$ cat config.mk
export PLATFORM = sky130hd
export DESIGN_NAME = sysclk_phase_gen
export DESIGN_NICKNAME = d
export VERILOG_FILES = /design/src/rtl/sysclk_pkg.sv /design/src/rtl/sysclk_sync_chan.sv /design/src/rtl/sysclk_phase_gen.sv
export SDC_FILE = /design/constraint.sdc
export NUM_CORES = 1
export LEC_CHECK = 0
export CAP_MARGIN = 20
export CORE_ASPECT_RATIO = 1.2
export CORE_MARGIN = 2
export CORE_UTILIZATION = 47
export DETAILED_ROUTE_END_ITERATION = 8
export GPL_ROUTABILITY_DRIVEN = 0
export PLACE_DENSITY = 0.77
export REMOVE_ABC_BUFFERS = 1
export SYNTH_ARGS = -nofsm -noshare
export SYNTH_HDL_FRONTEND = slang
export SYNTH_SLANG_ARGS = --single-unit
export TNS_END_PERCENT = 1
$ cat constraint.sdc
create_clock -name sysclk_i -period 2.4 [get_ports sysclk_i]
set_input_delay 0.24 -clock sysclk_i [delete_from_list [all_inputs] [get_ports sysclk_i]]
set_output_delay 0.24 -clock sysclk_i [all_outputs]
set_load 0.05 [all_outputs]
$ cat src/rtl/sysclk_pkg.sv
// Shared types and constants for the sysclk phase/sync generator.
package sysclk_pkg;

  typedef enum logic [1:0] {
    IDLE     = 2'd0,
    ARMED    = 2'd1,
    WAIT_LOW = 2'd2
  } align_state_t;

  localparam int MONITOR_LOCK_COUNT = 4;
  localparam int MISMATCH_BITS      = 8;

endpackage

$ cat src/rtl/sysclk_sync_chan.sv
// One sync toggle channel: enable/offset config register plus the toggle flop.
module sysclk_sync_chan
  import sysclk_pkg::*;
#(
  parameter int PHASE_BITS = 3
) (
  input  logic                  i_clk,
  input  logic                  i_rst_n,
  input  logic                  i_run,
  input  logic                  i_cfg_wr,
  input  logic                  i_cfg_en,
  input  logic [PHASE_BITS-1:0] i_cfg_offset,
  input  logic [PHASE_BITS-1:0] i_phase,
  input  logic                  i_clear,
  output logic                  o_sync
);

  logic                  r_en;
  logic [PHASE_BITS-1:0] r_offset;
  logic                  r_sync;

  // The toggle decision uses the config as registered before this edge, so a
  // write only takes effect from the following cycle.
  always_ff @(posedge i_clk or negedge i_rst_n) begin
    if (!i_rst_n) begin
      r_en     <= 1'b0;
      r_offset <= '0;
      r_sync   <= 1'b0;
    end else if (i_run) begin
      if (i_cfg_wr) begin
        r_en     <= i_cfg_en;
        r_offset <= i_cfg_offset;
      end
      if (i_clear || !r_en) begin
        r_sync <= 1'b0;
      end else if (i_phase == r_offset) begin
        r_sync <= ~r_sync;
      end
    end
  end

  assign o_sync = r_sync;

endmodule

$ cat src/rtl/sysclk_phase_gen.sv
// Command-period phase counter, epoch counter, per-channel sync toggles and align handshake.
// Optional sync monitor enabled by defining SYSCLK_PHASE_GEN_SYNC_MONITOR_EN.
module sysclk_phase_gen
  import sysclk_pkg::*;
#(
  parameter int PHASE_BITS = 3,
  parameter int NCHAN      = 2,
  parameter int EPOCH_BITS = 16
) (
  input  logic                     sysclk_i,
  input  logic                     reset_n,
  input  logic                     cfg_wr_i,
  input  logic [2:0]               cfg_chan_i,
  input  logic                     cfg_en_i,
  input  logic [PHASE_BITS-1:0]    cfg_offset_i,
  input  logic                     align_req_i,
  input  logic [PHASE_BITS-1:0]    align_phase_i,
  output logic                     align_ack_o,
  output logic [PHASE_BITS-1:0]    phase_o,
  output logic                     period_start_o,
  output logic [EPOCH_BITS-1:0]    epoch_o,
  output logic [NCHAN-1:0]         sync_o,
  input  logic                     sync_ref_i,
  output logic [MISMATCH_BITS-1:0] mismatch_cnt_o,
  output logic                     locked_o
);

  localparam logic [PHASE_BITS-1:0] PHASE_MAX = '1;

  logic                  r_run;
  logic [PHASE_BITS-1:0] r_phase;
  logic [EPOCH_BITS-1:0] r_epoch;
  logic [PHASE_BITS-1:0] r_align_phase;
  logic                  r_ack;
  align_state_t          r_state;

  logic w_wrap;
  logic w_apply;

  assign w_wrap  = (r_phase == PHASE_MAX);
  assign w_apply = (r_state == ARMED) && w_wrap;

  // r_run rises on the first edge after release, so counting starts on the second.
  always_ff @(posedge sysclk_i or negedge reset_n) begin
    if (!reset_n) begin
      r_run         <= 1'b0;
      r_phase       <= '0;
      r_epoch       <= '0;
      r_align_phase <= '0;
      r_ack         <= 1'b0;
      r_state       <= IDLE;
    end else if (!r_run) begin
      r_run <= 1'b1;
    end else begin
      r_ack <= 1'b0;
      if (w_apply) begin
        r_phase <= r_align_phase;
        r_epoch <= '0;
      end else begin
        r_phase <= r_phase + 1'b1;
        if (w_wrap) r_epoch <= r_epoch + 1'b1;
      end
      case (r_state)
        IDLE: begin
          if (align_req_i) begin
            r_align_phase <= align_phase_i;
            r_state       <= ARMED;
          end
        end
        ARMED: begin
          if (w_wrap) begin
            r_ack   <= 1'b1;
            r_state <= WAIT_LOW;
          end
        end
        WAIT_LOW: begin
          if (!align_req_i) r_state <= IDLE;
        end
        default: r_state <= IDLE;
      endcase
    end
  end

  assign phase_o        = r_phase;
  assign period_start_o = (r_phase == '0);
  assign epoch_o        = r_epoch;
  assign align_ack_o    = r_ack;

  for (genvar k = 0; k < NCHAN; k++) begin : g_chan
    logic w_chan_wr;
    assign w_chan_wr = cfg_wr_i && (cfg_chan_i == 3'(k));

    sysclk_sync_chan #(
      .PHASE_BITS (PHASE_BITS)
    ) u_chan (
      .i_clk        (sysclk_i),
      .i_rst_n      (reset_n),
      .i_run        (r_run),
      .i_cfg_wr     (w_chan_wr),
      .i_cfg_en     (cfg_en_i),
      .i_cfg_offset (cfg_offset_i),
      .i_phase      (r_phase),
      .i_clear      (w_apply),
      .o_sync       (sync_o[k])
    );
  end

`ifdef SYSCLK_PHASE_GEN_SYNC_MONITOR_EN
  localparam int RUN_W = $clog2(MONITOR_LOCK_COUNT + 1);

  logic [MISMATCH_BITS-1:0] r_mismatch;
  logic [RUN_W-1:0]         r_match_run;
  logic                     r_locked;
  logic                     w_mismatch;

  assign w_mismatch = (sync_ref_i != sync_o[0]);

  // The match run saturates one short of the lock count; the next match locks.
  always_ff @(posedge sysclk_i or negedge reset_n) begin
    if (!reset_n) begin
      r_mismatch  <= '0;
      r_match_run <= '0;
      r_locked    <= 1'b0;
    end else if (r_run) begin
      if (w_apply) begin
        r_mismatch <= '0;
      end else if (period_start_o && w_mismatch && (r_mismatch != '1)) begin
        r_mismatch <= r_mismatch + 1'b1;
      end
      if (period_start_o) begin
        if (w_mismatch) begin
          r_locked    <= 1'b0;
          r_match_run <= '0;
        end else if (r_match_run == RUN_W'(MONITOR_LOCK_COUNT - 1)) begin
          r_locked <= 1'b1;
        end else begin
          r_match_run <= r_match_run + 1'b1;
        end
      end
    end
  end

  assign mismatch_cnt_o = r_mismatch;
  assign locked_o       = r_locked;
`else
  logic w_unused_sync_ref;
  assign w_unused_sync_ref = sync_ref_i;
  assign mismatch_cnt_o    = '0;
  assign locked_o          = 1'b1;
`endif

endmodule
==> results of run 1 <==
-- state kept, by name, summed over array words and instances, names as in the netlist --
name,cells
epoch_o,16
r_align_phase,3
g_chan.u_chan.o_sync,2
align_ack_o,1
phase_o,3
g_chan.u_chan.r_en,2
g_chan.u_chan.r_offset,6
r_state,2
r_run,1
-- cell type report --
cell class | instances | area (sq um) | share of cell area
multi-input cells | 134 | 916 | 0.383
flip-flops and latches | 36 | 901 | 0.377
repair buffers | 43 | 413 | 0.173
clock buffers | 5 | 68.8 | 0.0288
well taps | 54 | 67.6 | 0.0283
inverters | 6 | 22.5 | 0.00943
-- critical path: cells and delay by family, from the launching register on --
kind,cells,cell delay (ns)
adders and majority gates,1,0.12
buffers and inverters,3,1.04
DFF,1,0.39
and+or+nand+nor,1,0.13
-- cell families after synthesis --
family | count (synthesis) | share of synthesized area
AND/OR/NAND/NOR | 54 | 0.158
XOR/XNOR | 10 | 0.0456
other | 2 | 0.00391
AO/OA/AOI/OAI | 39 | 0.128
multiplexers | 16 | 0.0926
adder cells (fa/ha/maj) | 5 | 0.0326
flip-flops | 36 | 0.469
buffers and inverters | 22 | 0.0691
-- cell usage after synthesis (2+ instances only) --
master	instances
and3_1	2
conb_1	2
inv_1	6
xor2_1	4
nor2_1	7
ha_1	5
dfrtp_1	36
nand2b_1	2
buf_4	11
nand3b_1	3
or3_1	6
nand2_1	12
nand3_1	6
mux2_2	14
xnor2_1	6
nand4_1	3
or4_1	3
o211ai_1	3
o31ai_1	2
clkbuf_1	3
o21ai_0	15
o2111ai_1	2
mux2i_1	2
a21oi_1	11
-- cells in the final DEF, fill, tap and decap left out, types with 7 or more instances in the layout --
cell / instances
clkdlybuf4s50_1: 36
dfrtp_1: 36
o21ai_0: 15
nand2_1: 12
a21oi_1: 11
nor2_1: 7
buf_4: 7
conb_1: 10
mux2_2: 14
-- how the worst max path moves through the flow --
stage	depth (start not counted)	startpoint	end
after global routing	5	phase_o[0]	period_start_o
after global placement	5	phase_o[2]	epoch_o[15]
after detailed placement	5	phase_o[2]	epoch_o[14]
after floorplan	6	phase_o[0]	epoch_o[15]
final	5	phase_o[0]	period_start_o
after CTS	5	phase_o[0]	period_start_o
-- per-stage QoR --
stage               instances  utilization  cell area [sq um]  setup slack, ns  total power [uW]
floorplan                 176            -               1840            0.105              1580
global placement          273        0.589               2320            0.416              1890
detailed placement        273        0.589               2320            0.399              1910
CTS                       278        0.606               2390            0.167              2310
global route              278        0.606               2390           0.0989              2430
finish                    278        0.606               2390            0.190              2280
-- power groups by stage --
stage | Combinational [uW] | Sequential (uW) | Clock (uW)
detailed placement | 1020 | 895 | 0
CTS | 1020 | 886 | 403
global placement | 999 | 896 | 0
floorplan | 437 | 1140 | 0
finish | 1010 | 887 | 386
global route | 1090 | 914 | 425
-- routing by layer --
| metal | part of all wire | global-route usage |
|---|---|---|
| met2 | 0.49 | 0.314 |
| met3 | 0.046 | 0.0560 |
| met1 | 0.44 | 0.204 |
| met4 | 0.015 | 0.0741 |
| met5 | 0 | 0 |
==> flow_summary.ini, run 1 <==
[run_status]
status = finished clean

[die]
die_w_um = 62.3
pin_count = 47
core_area_sq_um = 3940
die_y_um = 74
rows = 25
initial_utilization = 0.487
die_area_sq_um = 4610

[worst_setup_path]
path_class = reg2out
crit_required_ns = 2.16
r2r-start = phase_o[2]
cp.arrival_ns = 1.97
r2r_slack_ns = 0.40
endpoint_kind = primary output
crit_chain = buf_4 -> inv_1 -> ha_1 -> nor2b_1 -> clkdlybuf4s50_1
critical_path.max_fanout = 6
rr_endpoint = epoch_o[14]
reg2reg_depth = 5
cpPeakStageDelay_ns = 0.82
slowest_stage = clkdlybuf4s50_1
startpoint_type = flop

[final_layout]
n_antenna_cell = 0
nFillCells = 375
final_nets = 246
drive_gt1_frac = 0.138
areaGrowthSynthToFinish_pct = 24.4

[power_and_ir_drop]
switching_share = 0.406
p_sw_uw = 926
clock_power_share = 0.169
power_density_nw_per_um2 = 956
power.share.sequential = 0.388
p_comb_frac = 0.442
p_int_uw = 1360
leakagePower_uw = 0.00101
peakVddDrop_v = 0.000622

[logic_synthesis]
synthArstFlopShare = 1.00
syn_inst = 184
yosysUniqueCellTypes = 42
synth_top_area_share = 0.469
synth-seq-cells = 36
synth_area_leader_cell = dfrtp_1
ys_warn_count = 0
synthTopCellsByArea = dfrtp_1, mux2_2, buf_4
ys_seq_area_frac = 0.469
synth_area_sq_um = 1920
syn_avg_cell_area_sq_um = 10.4
synth_edf_count = 0
synth_ff_type = dfrtp_1

[drt]
wl_per_cell_um = 13.4
drcViolationCount = 0
drt_iter0_drc = 56
avgViaCountPerCell = 5.26
final_antenna_net_count = 0
first_pass_iters = 4
vias = 1461
routed_wl_um = 3720

[clock_tree]
root_buffer = clkbuf_8
hold_buffers = 0
insertion_delay_ns = 0.29
cts_setup_buffers = 0
htree_levels = 2
ctsResizeCount = 0
cts.clk_slew.worst_paths_ns = 0.07
tritoncts = built
cts_num_sinks = 36
clockBufferDepth = 2
cts-buffers-inserted = 5

[sta]
finClkSkew_ns = 0.00829
fin_crit_sh = 0.921
post-route-min-period_ns = 2.21
slew_headroom = 0.667
setup_viol = 0
drv_slew = 0
timing_hold_violations_final = 0
tightest_slew_ns = 0.498
fmax_mhz = 453
rsz0062_at_grt = false
whs_ns = 0.373
setup_tns_ns = 0

[job]
maxCapViolCount = 0

[global_routing]
grt_max_degree = 37
grt_pass1_wl_um = 6310
grt_pass1_vias = 1400
track_usage = 0.178
grt-ovfl-total = 0
antenna_found_initial = 0

[placement]
io_buffers = 36
dpl.hpwl_um = 2620

[hold_path]
hold_path.class = in2async
Note: power is estimated with default switching activity, not from simulation.
==> run 2, diff against run 1 <==
Settings changed: CTS_CLUSTER_DIAMETER set to 150, PLACE_DENSITY 0.77 to not set, PLACE_DENSITY_LB_ADDON set to 0.05.
==> run 2 against run 1 <==
Compared with the run above: global-route usage grew 0.32 points; flip-flop and latch count unchanged; critical endpoint unchanged; final area increased by 0.79%; power grew 2.3%; highest routed layer unchanged; first-iteration DRC count is 80% higher; clock-buffer cell count unchanged.
==> flow_summary.ini, run 2 (same netlist as run 1, synthesis figures left out) <==
[run_status]
status = finished clean

[global_routing]
grt_max_degree = 37
track_usage = 0.181
grt_pass1_wl_um = 6580
antenna_found_initial = 0
grt_pass1_vias = 1415
grt-ovfl-total = 0

[job]
maxCapViolCount = 0

[clock_tree]
hold_buffers = 0
cts.clk_slew.worst_paths_ns = 0.07
insertion_delay_ns = 0.28
cts_num_sinks = 36
clockBufferDepth = 2
htree_levels = 2
ctsResizeCount = 0
cts-buffers-inserted = 5
tritoncts = built
cts_setup_buffers = 0
root_buffer = clkbuf_8

[power_and_ir_drop]
p_comb_frac = 0.440
peakVddDrop_v = 0.000629
fin_total_pwr_uw = 2340
power_density_nw_per_um2 = 970
p_int_uw = 1370
leakagePower_uw = 0.00102
p_sw_uw = 962
power.share.sequential = 0.382
clock_power_share = 0.178
switching_share = 0.412

[drt]
routed_wl_um = 3930
drcViolationCount = 0
final_antenna_net_count = 0
avgViaCountPerCell = 5.35
first_pass_iters = 5
drt_iter0_drc = 101
vias = 1502
wl_per_cell_um = 14.0

[sta]
timing_hold_violations_final = 0
post-route-min-period_ns = 2.23
rsz0062_at_grt = false
finClkSkew_ns = 0.00549
tightest_slew_ns = 0.532
setup_tns_ns = 0
fin_crit_sh = 0.928
fmax_mhz = 449
setup_viol = 0
drv_slew = 0
slew_headroom = 0.644

[worst_setup_path]
cp_top_family = buffers and inverters
crit_required_ns = 2.16
slowest_stage = clkdlybuf4s50_1
cp.arrival_ns = 1.99
crit_chain = buf_4 -> inv_1 -> ha_1 -> nor2b_1 -> clkdlybuf4s50_1
startpoint_type = flop
r2r_slack_ns = 0.33
crit_buf_inv = 3
endpoint_kind = primary output
critical_path.max_fanout = 6
path_class = reg2out
cpPeakStageDelay_ns = 0.81

[die]
core_area_sq_um = 3940
initial_utilization = 0.487
pin_count = 47
die_w_um = 62.3
die_area_sq_um = 4610
die_y_um = 74
rows = 25

[final_layout]
areaGrowthSynthToFinish_pct = 25.4
final_nets = 246
stdcell_count = 281
final_cell_mix = dfrtp_1, clkdlybuf4s50_1, o21ai_0, mux2_2, nand2_1
drive_gt1_frac = 0.150
largest_reg_flops = 16
n_antenna_cell = 0

[placement]
dpl.hpwl_um = 2860
dp_cells = 273
io_buffers = 36

[hold_path]
hold_path.class = in2async
[run 2: cell count changes in the layout (fill, tap and decap cells not counted), sizes merged]
cell    previous run  this run
clkinv             0         3
[run 2: worst reg2reg max path, cell delays in order (launching register included)]
cell and delay [ns]:
dfrtp_1 0.52, ha_1 0.22, and3b_2 0.39, o211ai_1 0.27
or4_1 0.53, nand2_1 0.08
[run 2: final cells by class]
cell class / instances / area [sq um]
Tap cell: 54 / 67.6
Multi-Input combinational cell: 134 / 916
Sequential cell: 36 / 901
Fill cell: 370 / 1530
Inverter: 6 / 22.5
Timing Repair Buffer: 43 / 413
Clock buffer: 5 / 68.8
Clock inverter: 3 / 18.8
[run 2: final timing paths]
kind,start,endpoint,cells past startpoint
worst min register to register,align_ack_o,align_ack_o,1
max in group asynchronous,reset_n,epoch_o[2],2
worst min-delay path,reset_n,epoch_o[1],2
worst max-delay path,phase_o[0],period_start_o,5
min in group sysclk_i,align_ack_o,align_ack_o,1
worst max register to register,phase_o[2],epoch_o[15],5
[run 2: per-layer routing]
metal  wire length (um)  global-route usage  vias to the layer above
met1               1680               0.220                      740
met4                 30              0.0617                        0
met2               2090               0.320                       36
met3                131              0.0454                        2
met5                  0                   0                        -
li1                   -                   -                      724
[run 2: through the flow]
stage / worst slack (ns) / hold slack, ns / area (sq um) / util
global route: 0.0847 / 0.424 / 2410 / 0.611
finish: 0.172 / 0.392 / 2410 / 0.611
detailed placement: 0.367 / 0.504 / 2320 / 0.589
floorplan: 0.105 / -0.0556 / 1840 / -
CTS: 0.156 / 0.405 / 2410 / 0.611
global placement: 0.421 / 0.490 / 2320 / 0.589
[run 2: power groups by stage]
stage	sequential, uW	clock (uW)	combinational [uW]
after floorplan	1140	0	437
after global placement	891	0	1000
after detailed placement	906	0	1030
after CTS	895	430	1040
after global routing	917	463	1100
final	892	415	1030
